File: src/rtl/cmd_pipe_arbiter_pkg.sv
// Shared command codes and arbiter state encodings for cmd_pipe_arbiter.
package cmd_pipe_arbiter_pkg;

    localparam logic [3:0] COMM_NOP    = 4'h0;
    localparam logic [3:0] COMM_FINISH = 4'hF;

    typedef enum logic [1:0] {
        ARB_IDLE  = 2'd0,
        ARB_RUN   = 2'd1,
        ARB_FLUSH = 2'd2
    } arb_state_t;

endpackage

File: src/rtl/cmd_rr_grant.sv
// Round-robin grant: first requester at or after ptr (modulo N_SRC).
// Purely combinational; gnt is one-hot or zero, index is the granted source.
module cmd_rr_grant #(
    parameter int unsigned N_SRC = 4,
    parameter int unsigned SRC_W = $clog2(N_SRC)
) (
    input  logic [N_SRC-1:0] req,
    input  logic [SRC_W-1:0] ptr,
    output logic [N_SRC-1:0] gnt,
    output logic [SRC_W-1:0] index
);

    logic             found;
    int unsigned      pos;
    logic [SRC_W-1:0] pos_w;

    // Scan sources starting at ptr, wrapping, and pick the first requester.
    always_comb begin
        gnt   = '0;
        index = '0;
        found = 1'b0;
        pos   = 0;
        pos_w = '0;
        for (int unsigned k = 0; k < N_SRC; k++) begin
            pos   = (32'(ptr) + k) % N_SRC;
            pos_w = SRC_W'(pos);
            if (!found && req[pos_w]) begin
                found      = 1'b1;
                gnt[pos_w] = 1'b1;
                index      = pos_w;
            end
        end
    end

endmodule

File: src/rtl/cmd_pipe_arbiter.sv
// Merges N_SRC command pipes into one 32-bit command stream.
// Round-robin fair, drops NOP beats, collapses per-source FINISH into one final FINISH.
// Optional macro CMDARB_SRCID_EN: forwarded beats carry the source index in [31:24].
module cmd_pipe_arbiter
    import cmd_pipe_arbiter_pkg::*;
#(
    parameter  int unsigned N_SRC = 4,
    localparam int unsigned SRC_W = $clog2(N_SRC)
) (
    input  logic                clk,
    input  logic                rst_n,
    input  logic                start,
    output logic                done,
    input  logic [32*N_SRC-1:0] s_tdata,
    input  logic [N_SRC-1:0]    s_tvalid,
    output logic [N_SRC-1:0]    s_tready,
    output logic [31:0]         m_tdata,
    output logic                m_tvalid,
    input  logic                m_tready
);

    arb_state_t       state;
    logic [SRC_W-1:0] rr_ptr;
    logic [N_SRC-1:0] fin_mask;

    logic             slot_free;
    logic             grant_en;
    logic [N_SRC-1:0] gnt;
    logic [SRC_W-1:0] gnt_idx;
    logic [31:0]      beat;
    logic [3:0]       cmd;
    logic [N_SRC-1:0] fin_next;
    logic             last_fin;
    logic [31:0]      fwd_data;
    logic [SRC_W-1:0] rr_next;

    cmd_rr_grant #(
        .N_SRC (N_SRC),
        .SRC_W (SRC_W)
    ) u_grant (
        .req   (s_tvalid & ~fin_mask),
        .ptr   (rr_ptr),
        .gnt   (gnt),
        .index (gnt_idx)
    );

    // Grant qualification, granted beat selection and forwarded data formatting.
    always_comb begin
        slot_free = !m_tvalid || m_tready;
        grant_en  = (state == ARB_RUN) && slot_free;
        s_tready  = grant_en ? gnt : '0;
        beat      = '0;
        for (int unsigned k = 0; k < N_SRC; k++) begin
            if (gnt[k]) beat = s_tdata[32*k +: 32];
        end
        cmd      = beat[3:0];
        fin_next = fin_mask | gnt;
        last_fin = &fin_next;
        rr_next  = (gnt_idx == SRC_W'(N_SRC - 1)) ? '0 : gnt_idx + 1'b1;
`ifdef CMDARB_SRCID_EN
        fwd_data = {{(8-SRC_W){1'b0}}, gnt_idx, beat[23:0]};
`else
        fwd_data = beat;
`endif
    end

    // Arbitration FSM with the single output register slot.
    always_ff @(posedge clk) begin
        if (!rst_n) begin
            state    <= ARB_IDLE;
            done     <= 1'b1;
            rr_ptr   <= '0;
            fin_mask <= '0;
            m_tvalid <= 1'b0;
            m_tdata  <= '0;
        end else begin
            // Slot drains on handshake; a load below in the same cycle overrides.
            if (m_tvalid && m_tready) m_tvalid <= 1'b0;
            case (state)
                ARB_IDLE: begin
                    done <= 1'b1;
                    if (start) begin
                        state    <= ARB_RUN;
                        done     <= 1'b0;
                        fin_mask <= '0;
                        rr_ptr   <= '0;
                    end
                end
                ARB_RUN: begin
                    if (|s_tready) begin
                        rr_ptr <= rr_next;
                        if (cmd == COMM_FINISH) begin
                            fin_mask <= fin_next;
                            if (last_fin) begin
                                m_tdata  <= fwd_data;
                                m_tvalid <= 1'b1;
                                state    <= ARB_FLUSH;
                            end
                        end else if (cmd != COMM_NOP) begin
                            m_tdata  <= fwd_data;
                            m_tvalid <= 1'b1;
                        end
                    end
                end
                ARB_FLUSH: begin
                    if (m_tvalid && m_tready) begin
                        state <= ARB_IDLE;
                        done  <= 1'b1;
                    end
                end
                default: begin
                    state    <= ARB_IDLE;
                    done     <= 1'b1;
                    m_tvalid <= 1'b0;
                end
            endcase
        end
    end

endmodule

File: config.mk
export PLATFORM = sky130hd
export DESIGN_NAME = cmd_pipe_arbiter
export DESIGN_NICKNAME = d
export VERILOG_FILES = /design/src/rtl/cmd_pipe_arbiter_pkg.sv /design/src/rtl/cmd_rr_grant.sv /design/src/rtl/cmd_pipe_arbiter.sv
export SDC_FILE = /design/constraint.sdc
export NUM_CORES = 1
export LEC_CHECK = 0
export BUFFER_PORTS_ARGS = -buffer_cell sky130_fd_sc_hd__buf_2
export CELL_PAD_IN_SITES_DETAIL_PLACEMENT = 1
export CELL_PAD_IN_SITES_GLOBAL_PLACEMENT = 1
export CORE_AREA = 2 2 111 113
export CTS_CLUSTER_DIAMETER = 60
export DETAILED_ROUTE_END_ITERATION = 8
export DIE_AREA = 0 0 113 115
export MAX_ROUTING_LAYER = met4
export PLACE_DENSITY = 0.86
export SETUP_SLACK_MARGIN = 0.05
export SYNTH_ARGS = -nofsm -noshare
export SYNTH_HDL_FRONTEND = slang
export SYNTH_SLANG_ARGS = --single-unit
File: constraint.sdc
create_clock -name clk -period 4.1 [get_ports clk]
set_clock_uncertainty 0.2 [all_clocks]
set_input_delay 0.205 -clock clk [delete_from_list [all_inputs] [get_ports clk]]
set_output_delay 0.205 -clock clk [all_outputs]
set_load 0.005 [all_outputs]
# Word-level counts from Yosys, hierarchy flattened
# Index checks and enable logic that the tools add are counted.
# totals
regBits	42
output_inout_bits	38
# classes
add_sub_neg	4
n_lt_le_gt_ge	8
n_eq_ne	10
mux	58
n_bitwise	7
reduce_logical	26
# ops
op	count
two-way mux 32 bit	7
two-way mux 4 bit	8
two-way mux 2 bit	12
two-way mux 1 bit	18
OR 4 bit	4
less-than comparator 2 x 3 -> 1 bit (second input constant)	4
AND reduction 4 bit	3
logical AND 1 bit	9
binary-select mux 1 bit (select 2 bit)	4
demux 1 bit (select 2 bit)	4
greater-or-equal comparator 2 x 1 -> 1 bit (second input constant)	4
inequality test 2 bit (second input constant)	4
case mux 4 bit (2 select lines)	1
case mux 2 bit (3 select lines)	1
AND reduction 5 bit	1
adder 2 x 1 -> 2 bit (second input constant)	2
adder 2 bit (second input constant)	2
AND 4 bit	1
equality test 2 bit (second input constant)	2
equality test 4 bit (second input constant)	1
logical NOT 1 bit	4
inequality test 2 x 1 -> 1 bit (second input constant)	2
NOT 4 bit	1
case mux 2 bit (2 select lines)	1
other kinds (12)	13

# Depth between registers and ports, before layout
# Gate-level depths: netlist (run 1).
# depth
depth_word	23
ltp_mapped	16
depth_no_buf	11

# Hierarchy
# From an unflattened synthesis (run 1), not the netlist that was laid out.
# unflattened
hier_cells	399
hier_area_um2	3160.5
# by_module_without_submodules
module	instances	cells_each	area_per_inst_um2	seq_area_each_um2
cmd_pipe_arbiter	1	351	2756.4	840.8
cmd_rr_grant	1	48	404.1	0.0

# Worst setup path before layout (run 1)
# OpenSTA, ideal clock, no wires.
# synth_timing
kind	flip-flop to flip-flop
startpoint	register rr_ptr[0]
endpoint	register m_tdata[14]
arrival_ns	3.945
setup_slack_ns	-0.117
stages_incl_launch_ff	16
n_path_buf	4
period_less_slack_ns	4.217
path_cell_list	dfxtp_1 buf_2 clkinv_1 ha_1 buf_2 and3_1 o211a_1 or4_4 a21oi_4 mux2_2 a221o_2 o41ai_2 a21o_1 buf_6 buf_12 mux2i_1
# synth_between
elab_chain_cells	19
word_cells_on_any_way	63
cone_classes	add/sub (3); order compare (8); eq/ne (2); mux (31); bitwise (4); reduce/logical (15)
# synth_rtl
element	line	rtl
start: declaration	cmd_pipe_arbiter.sv:23	logic [SRC_W-1:0] rr_ptr;
start signal: assignment	cmd_pipe_arbiter.sv:91	rr_ptr <= rr_next;
branches (longest 11 deep; another with less-than comparator 2 x 3 -> 1 bit)	-	
two-way mux 4 bit *	cmd_rr_grant.sv:27	if (!found && req[pos_w]) begin
two-way mux 32 bit (4 in a row)	cmd_pipe_arbiter.sv:54	if (gnt[k]) beat = s_tdata[32*k +: 32];
equality test 4 bit or nonzero test 4 bit (tied branches)	cmd_pipe_arbiter.sv:92, cmd_pipe_arbiter.sv:99	
inequality test 2 bit (no source line) or nonzero test 2 bit (tied branches)	-	
AND reduction 4 bit (no source line)	-	
end signal: assignment	cmd_pipe_arbiter.sv:95	m_tdata <= fwd_data;
end signal: assignment	cmd_pipe_arbiter.sv:100	m_tdata <= fwd_data;
end: declaration	cmd_pipe_arbiter.sv:17	output logic [31:0] m_tdata,
# Every way passes the cells marked *. The select of a mux whose other input is x is not followed.
# A chain may end at the register's enable or synchronous reset.

# Worst setup path in the final report (run 1)
# layout_timing
startpoint	register rr_ptr[1]
endpoint	register m_tdata[10]
# Same word-level chain as after synthesis.

==> results of run 1 <==
==> area by class of cell <==
| type | count | share of cell area [%] |
|---|---|---|
| multi-input cells | 334 | 48.13 |
| repair buffers | 203 | 25.52 |
| flip-flops and latches | 42 | 18.41 |
| well taps | 147 | 3.986 |
| clock buffers | 7 | 3.091 |
| inverters | 8 | 0.7592 |
| clock inverters | 1 | 0.1085 |
==> power by group through the flow <==
| stage | Sequential, mW | Clock (mW) | Combinational (mW) |
|---|---|---|---|
| 2_1_floorplan | 0.605 | 0 | 1.25 |
| 3_3_place_gp | 0.591 | 0 | 1.73 |
| 3_5_place_dp | 0.597 | 0 | 1.80 |
| 4_1_cts | 0.590 | 0.406 | 1.84 |
| 5_1_grt | 0.607 | 0.424 | 2.17 |
| 6_report | 0.591 | 0.393 | 1.99 |
==> registers in the layout, summed over array words and instances, names as in the netlist <==
| register | count |
|---|---|
| done | 1 |
| state | 2 |
| fin_mask | 4 |
| m_tvalid | 1 |
| m_tdata | 32 |
| rr_ptr | 2 |
==> placed cells by master, fill, tap and decap left out, types with 4 or more instances in the layout <==
master,synthesis,final
nor2_1,41,41
nand3_1,6,6
nor2b_1,6,6
dfxtp_1,42,39
a21oi_1,7,7
o31ai_1,28,28
clkbuf_16,0,8
nor3_1,12,12
a221o_2,4,5
buf_2,2,173
and2_1,4,4
buf_4,0,23
mux2i_1,28,27
nand2_1,97,97
o21ai_0,13,13
ha_1,6,5
inv_1,7,6
o31a_1,4,4
a221oi_1,28,28
==> worst min-delay path: cells and delay by family <==
family / cells / cell delay [ns]
buffers and inverters: 1 / 0.08
and+or+nand+nor: 1 / 0.11
AOI/OAI and AO/OA: 1 / 0.06
==> worst min-delay path by stage <==
stage / end / cells past startpoint
6_report: m_tvalid$_SDFF_PN0_ / 3
5_1_grt: state[0]$_SDFFE_PN0P_ / 2
4_1_cts: m_tvalid$_SDFF_PN0_ / 3
3_5_place_dp: m_tdata[26]$_SDFFE_PN0P_ / 2
3_3_place_gp: m_tdata[22]$_SDFFE_PN0P_ / 2
2_1_floorplan: state[0]$_SDFFE_PN0P_ / 1
==> kinds of logic (layout without fill, tap and decap cells) <==
logic type                 Yosys count  count (layout)  share of synthesized area (%)
xor gates and xnor gates             1               1                         0.2727
muxes                               34              34                          11.53
DFF                                 42              42                          26.18
AOI/OAI and AO/OA                  110             110                          27.50
adders and majority gates            6               6                          2.337
and+or+nand+nor                    183             183                          25.44
buffers and inverters               40             219                          6.739
==> layer usage <==
| layer | GRT usage (%) | part of all wire [%] |
|---|---|---|
| met3 | 3.321 | 4.5 |
| met1 | 20.33 | 40 |
| met4 | 5.447 | 2.0 |
| met2 | 33.49 | 54 |
| met5 | - | 0 |
==> what timing repair did <==
action                                  CTS  global route
pin swaps                                 0             7
endpoints found under the setup margin   33            33
cloned                                    0             3
resized for setup                         3            16
buffers inserted                          0             7
==> per-stage QoR <==
step	utilization, %	hold slack [ns]
2_1_floorplan	-	0.1775
3_3_place_gp	36.12	0.2415
3_5_place_dp	36.12	0.2550
4_1_cts	37.57	0.02727
5_1_grt	39.07	0.03621
6_report	39.07	0.03796
==> impl_metrics.tcl, run 1 <==
set metrics [dict create \
    core_area_um2 11810 \
    p_per_area_nw_per_um2 643.9 \
    cts_tree "done" \
    violations "design-rule violations" \
    synth_top_area_share_pct 26.18 \
    wl_um 12560 \
    critPathBufInv 3 \
    final-hold-violation-count 0 \
    clkLatencyLatePin_ns 0.27 \
    die_area_um2 13000 \
    register_area_um2 849.6 \
    combPwrFrac_pct 66.9 \
    internal_power_mw 1.683 \
    maxCapViolCount 0 \
    die_y_um 115 \
    area_growth_pct 43.67 \
    clkTransAtPathRegs_ns 0.06 \
    synth_seq_cells 42 \
    fin_total_pwr_mw 2.971 \
    cellLeakagePower_nw 2.236 \
    layout-drive-gt1-share_pct 40.17 \
    vias 3879 \
    drv_slew 0 \
    p_sw_mw 1.289 \
    setup_violations 0 \
    fillers 1488 \
    outcome "finished with violations" \
    setup_slack_ns 0.07958 \
    row_count 40 \
    syn_area_um2 3212 \
    p_sw_share_pct 43.37 \
    worst_slew_pin_slew_ns 0.7776 \
    path_delay_family "compound AO/OA/AOI/OAI gates" \
    async_flop_share_pct 0 \
    syn_avg_cell_area_um2 7.721 \
    worst_path_max_delay_cell "or4_4" \
    synth.most_common_cell "nand2_1" \
    clock-sinks 42 \
    rsz0062_at_grt "true" \
    synthTopCellsByArea "dfxtp_1 (26%), nand2_1 (11%), mux2i_1 (8.7%)" \
    ys_types 55 \
    synth_enable_flop_cells 0 \
    antenna_found_initial 0 \
    final_area_um2 4614 \
    drtIter0Drc 118 \
    slowest_delay_ns 0.57 \
    dieWidth_um 113 \
    r2r-end "m_tdata[10]$_SDFFE_PN0P_" \
    grt_max_degree 42 \
    wl_per_cell_um 16.92 \
    layout_min_cycle_time_ns 4.020 \
    track_usage_pct 18.32 \
    postCtsHoldBufs 0 \
    crit_end "m_tdata[10]$_SDFFE_PN0P_" \
    ios 174 \
    p_clk_share_pct 13.2 \
    grt_pass1_wl_um 18810 \
    multi_input_area_um2 2221 \
    viasPerCell 5.228 \
    port_buffers 173 \
    relSlewSlack_pct 47.76 \
    path_class "flop to flop" \
    overflow 0 \
    end_kind "flop" \
    numCtsBuffers 5 \
    clk_path_buf_depth 2 \
    timing.final.crit_share_pct 98.06 \
    r2r_cells 13 \
    layoutNonFillerInstCount 742 \
    cp.required_ns 4.10 \
    syn_inst 416 \
    place_hpwl_um 9728 \
    crit_arrival_ns 4.02 \
    gp_congestion 0.8697 \
    antennaDiodeCount 0 \
    start_kind "flop" \
    worst-path-max-fanout 8 \
    synth_nets 558 \
    first_pass_iters 6 \
    synth_largest_area_cell "dfxtp_1" \
    drc 4 \
    vdd_drop_max_mv 0.2028 \
    htree_levels 2 \
    r2r_slack_ns 0.08 \
    cts-root-buf "clkbuf_16" \
    path_cells "inv_4 -> ha_4 -> and3_4 -> o211a_1 -> or4_4 -> a21oi_4 -> buf_4 -> mux2_1 -> a221o_2 -> o41ai_4 -> a21o_4 -> buf_12 -> mux2i_2" \
    postRouteAntennaNets 0 \
    startpoint "rr_ptr[1]$_SDFFE_PN0P_" \
    nets 736 \
    synth-seq-area-share_pct 26.18 \
    ys.flop_type "dfxtp_1" \
    min_path_type "primary input to flop" \
    finalSetupTns_ns 0 \
    seqPwrFrac_pct 19.9 \
    synth_top_cells_by_count "nand2_1 (97), dfxtp_1 (42), nor2_1 (41)" \
    preCtsSetupSlack_ns -0.1018 \
    r2r_start "rr_ptr[1]$_SDFFE_PN0P_" \
    grt_pass1_vias 3913 \
    ys.warnings.count 0 \
    dpl_cell_area_um2 4267 \
    start_util_pct 27.19 \
    fmax_mhz 248.7 \
    place_inst 724 \
    hold_start "m_tready" \
    crit_cells 13 \
]
No activity file was read; power rests on OpenSTA's default activity.
==> run 2, diff against run 1 <==
--- a/config.mk
+++ b/config.mk
@@ -15,6 +15,7 @@
 export MAX_ROUTING_LAYER = met4
 export PLACE_DENSITY = 0.86
 export SETUP_SLACK_MARGIN = 0.05
+export SLEW_MARGIN = 10
 export SYNTH_ARGS = -nofsm -noshare
 export SYNTH_HDL_FRONTEND = slang
 export SYNTH_SLANG_ARGS = --single-unit
==> constraint.sdc (replaced) <==
create_clock -name clk -period 4.1 [get_ports clk]
set_clock_uncertainty 0.2 [all_clocks]
set_input_delay 0.82 -clock clk [delete_from_list [all_inputs] [get_ports clk]]
set_output_delay 0.82 -clock clk [all_outputs]
set_load 0.005 [all_outputs]
==> impl_metrics.tcl, run 2 (synthesized netlist as in run 1, its figures left out) <==
set metrics [dict create \
    worst-path-max-fanout 7 \
    htree_levels 2 \
    cp.required_ns 4.12 \
    vdd_drop_max_mv 0.2202 \
    antenna_found_initial 0 \
    use_met1_pct 21.91 \
    r2r-end "m_tdata[7]$_SDFFE_PN0P_" \
    crit_cells 13 \
    die_area_um2 13000 \
    nets 751 \
    clock-sinks 42 \
    gr-max-usage-layer "met2" \
    maxCapViolCount 0 \
    layout_common_cells "buf_2 (169), nand2_1 (97), dfxtp_1 (42), nor2_1 (40), buf_4 (34)" \
    fmax_mhz 241.5 \
    cts-root-buf "clkbuf_16" \
    setup_slack_ns -0.04065 \
    grt_max_degree 44 \
    min_path_type "flop to flop" \
    postRouteAntennaNets 0 \
    place_hpwl_um 9974 \
    crit_arrival_ns 4.16 \
    final_common_cell "buf_2" \
    cts_tree "done" \
    drtIter0Drc 125 \
    row_count 40 \
    relSlewSlack_pct 53.46 \
    outcome "finished with violations" \
    track_usage_pct 19.37 \
    p_per_area_nw_per_um2 655.0 \
    r2r_start "fin_mask[2]$_SDFFE_PN0P_" \
    fillers 1485 \
    layout_min_cycle_time_ns 4.141 \
    cellLeakagePower_nw 2.340 \
    ios 174 \
    dpl_cell_area_um2 4403 \
    wl_per_cell_um 16.93 \
    first_pass_iters 6 \
    port_buffers 173 \
    wl_um 12820 \
    drv_slew 0 \
    setup_violations 18 \
    layoutNonFillerInstCount 757 \
    path_class "primary input to flop" \
    final-hold-violation-count 0 \
    startpoint "s_tvalid[3]" \
    end_kind "flop" \
    multi_input_area_um2 2261 \
    overflow 0 \
    worst_path_max_delay_cell "or4_4" \
    dieWidth_um 113 \
    clkLatencyLatePin_ns 0.28 \
    register_area_um2 840.8 \
    worst_slew_pin_slew_ns 0.6981 \
    path_delay_family "compound AO/OA/AOI/OAI gates" \
    reg.largest.list "m_tdata: 32 flops, fin_mask: 4 flops" \
    top_register "m_tdata" \
    largest_register_ffs 32 \
    post-route-util_pct 40.85 \
    grt_use_met2_pct 35.13 \
    start_util_pct 27.19 \
    slowest_delay_ns 0.51 \
    grt_pass1_vias 4137 \
    viasPerCell 5.102 \
    layout-drive-gt1-share_pct 42.62 \
    grt_pass1_wl_um 19900 \
    antennaDiodeCount 0 \
    clkTransAtPathRegs_ns 0.07 \
    final_area_um2 4825 \
    gp_congestion 0.8364 \
    r2r_slack_ns 0.12 \
    path_cells "buf_6 -> nor2b_4 -> mux4_2 -> and2_0 -> or4_4 -> a21oi_4 -> buf_6 -> mux2_4 -> a221o_2 -> o41ai_4 -> a21o_4 -> clkbuf_16 -> mux2i_1" \
    place_inst 738 \
    drc 5 \
    area_growth_pct 50.21 \
    vias 3862 \
    violations "design-rule violations, negative setup slack" \
    clk_path_buf_depth 2 \
    die_y_um 115 \
    r2r_cells 12 \
    core_area_um2 11810 \
    timing.final.crit_share_pct 101.0 \
    start_kind "primary input" \
    rsz0062_at_grt "true" \
    critPathBufInv 3 \
    crit_end "m_tdata[7]$_SDFFE_PN0P_" \
    grt_use_met3_pct 3.532 \
    hold_start "m_tdata[4]$_SDFFE_PN0P_" \
    cp_common_cell "buf_6" \
    numCtsBuffers 5 \
]
==> run 2: per-stage QoR <==
step | power [mW] | hold WS, ns | worst slack (ns) | setup TNS (ns)
after CTS | 3.030 | 0.2625 | -0.01895 | -0.04897
after floorplan | 1.875 | 0.2544 | -0.1577 | -4.558
after detailed placement | 2.470 | 0.2501 | -0.3589 | -10.61
after global routing | 3.396 | 0.2838 | -0.1288 | -3.227
after global placement | 2.395 | 0.2413 | -0.2366 | -7.531
final | 3.160 | 0.2594 | -0.04065 | -0.2746
==> run 2: power breakdown <==
part / switching, mW / internal, mW / leakage [nW]
logic: 1.10 / 1.01 / 1.91
clock network: 0.172 / 0.289 / 0.0842
registers: 0.0642 / 0.524 / 0.341
==> run 2: per-layer routing <==
layer	wire length, um	vias up
met5	0	-
met4	135	0
met3	628	14
met2	6855	117
met1	5196	1827
li1	-	1904
==> run 2: how the worst min path moves through the flow <==
stage	end	slack [ns]	depth (start not counted)
5_1_grt	m_tdata[4]$_SDFFE_PN0P_	0.28	2
3_3_place_gp	m_tdata[21]$_SDFFE_PN0P_	0.24	2
4_1_cts	m_tdata[4]$_SDFFE_PN0P_	0.26	2
2_1_floorplan	m_tdata[10]$_SDFFE_PN0P_	0.25	2
3_5_place_dp	m_tdata[11]$_SDFFE_PN0P_	0.25	2
6_report	m_tdata[4]$_SDFFE_PN0P_	0.26	2
==> run 2: layout make-up <==
| class | count | share of cell area [%] |
|---|---|---|
| Inverter | 8 | 0.6224 |
| Tap cell | 147 | 3.812 |
| Sequential cell | 42 | 17.43 |
| Clock inverter | 3 | 0.9077 |
| Timing Repair Buffer | 218 | 27.77 |
| Multi-Input combinational cell | 334 | 46.86 |
| Clock buffer | 5 | 2.593 |
==> run 2: repair_timing <==
action,4_1_cts,5_1_grt
pin swaps,1,5
setup endpoints to repair,31,42
gates cloned,1,2
hold buffers,0,0
resized for setup,5,20
setup buffers,3,5
==> run 2: worst reg2reg max path, stage by stage, from the launching register on <==
cell       delay (ns)
dfxtp_1          0.52
nor2b_4          0.07
mux4_2           0.48
and2_0           0.15
or4_4            0.51
a21oi_4          0.18
buf_6            0.13
mux2_4           0.30
a221o_2          0.42
o41ai_4          0.34
a21o_4           0.23
clkbuf_16        0.19
mux2i_1          0.19
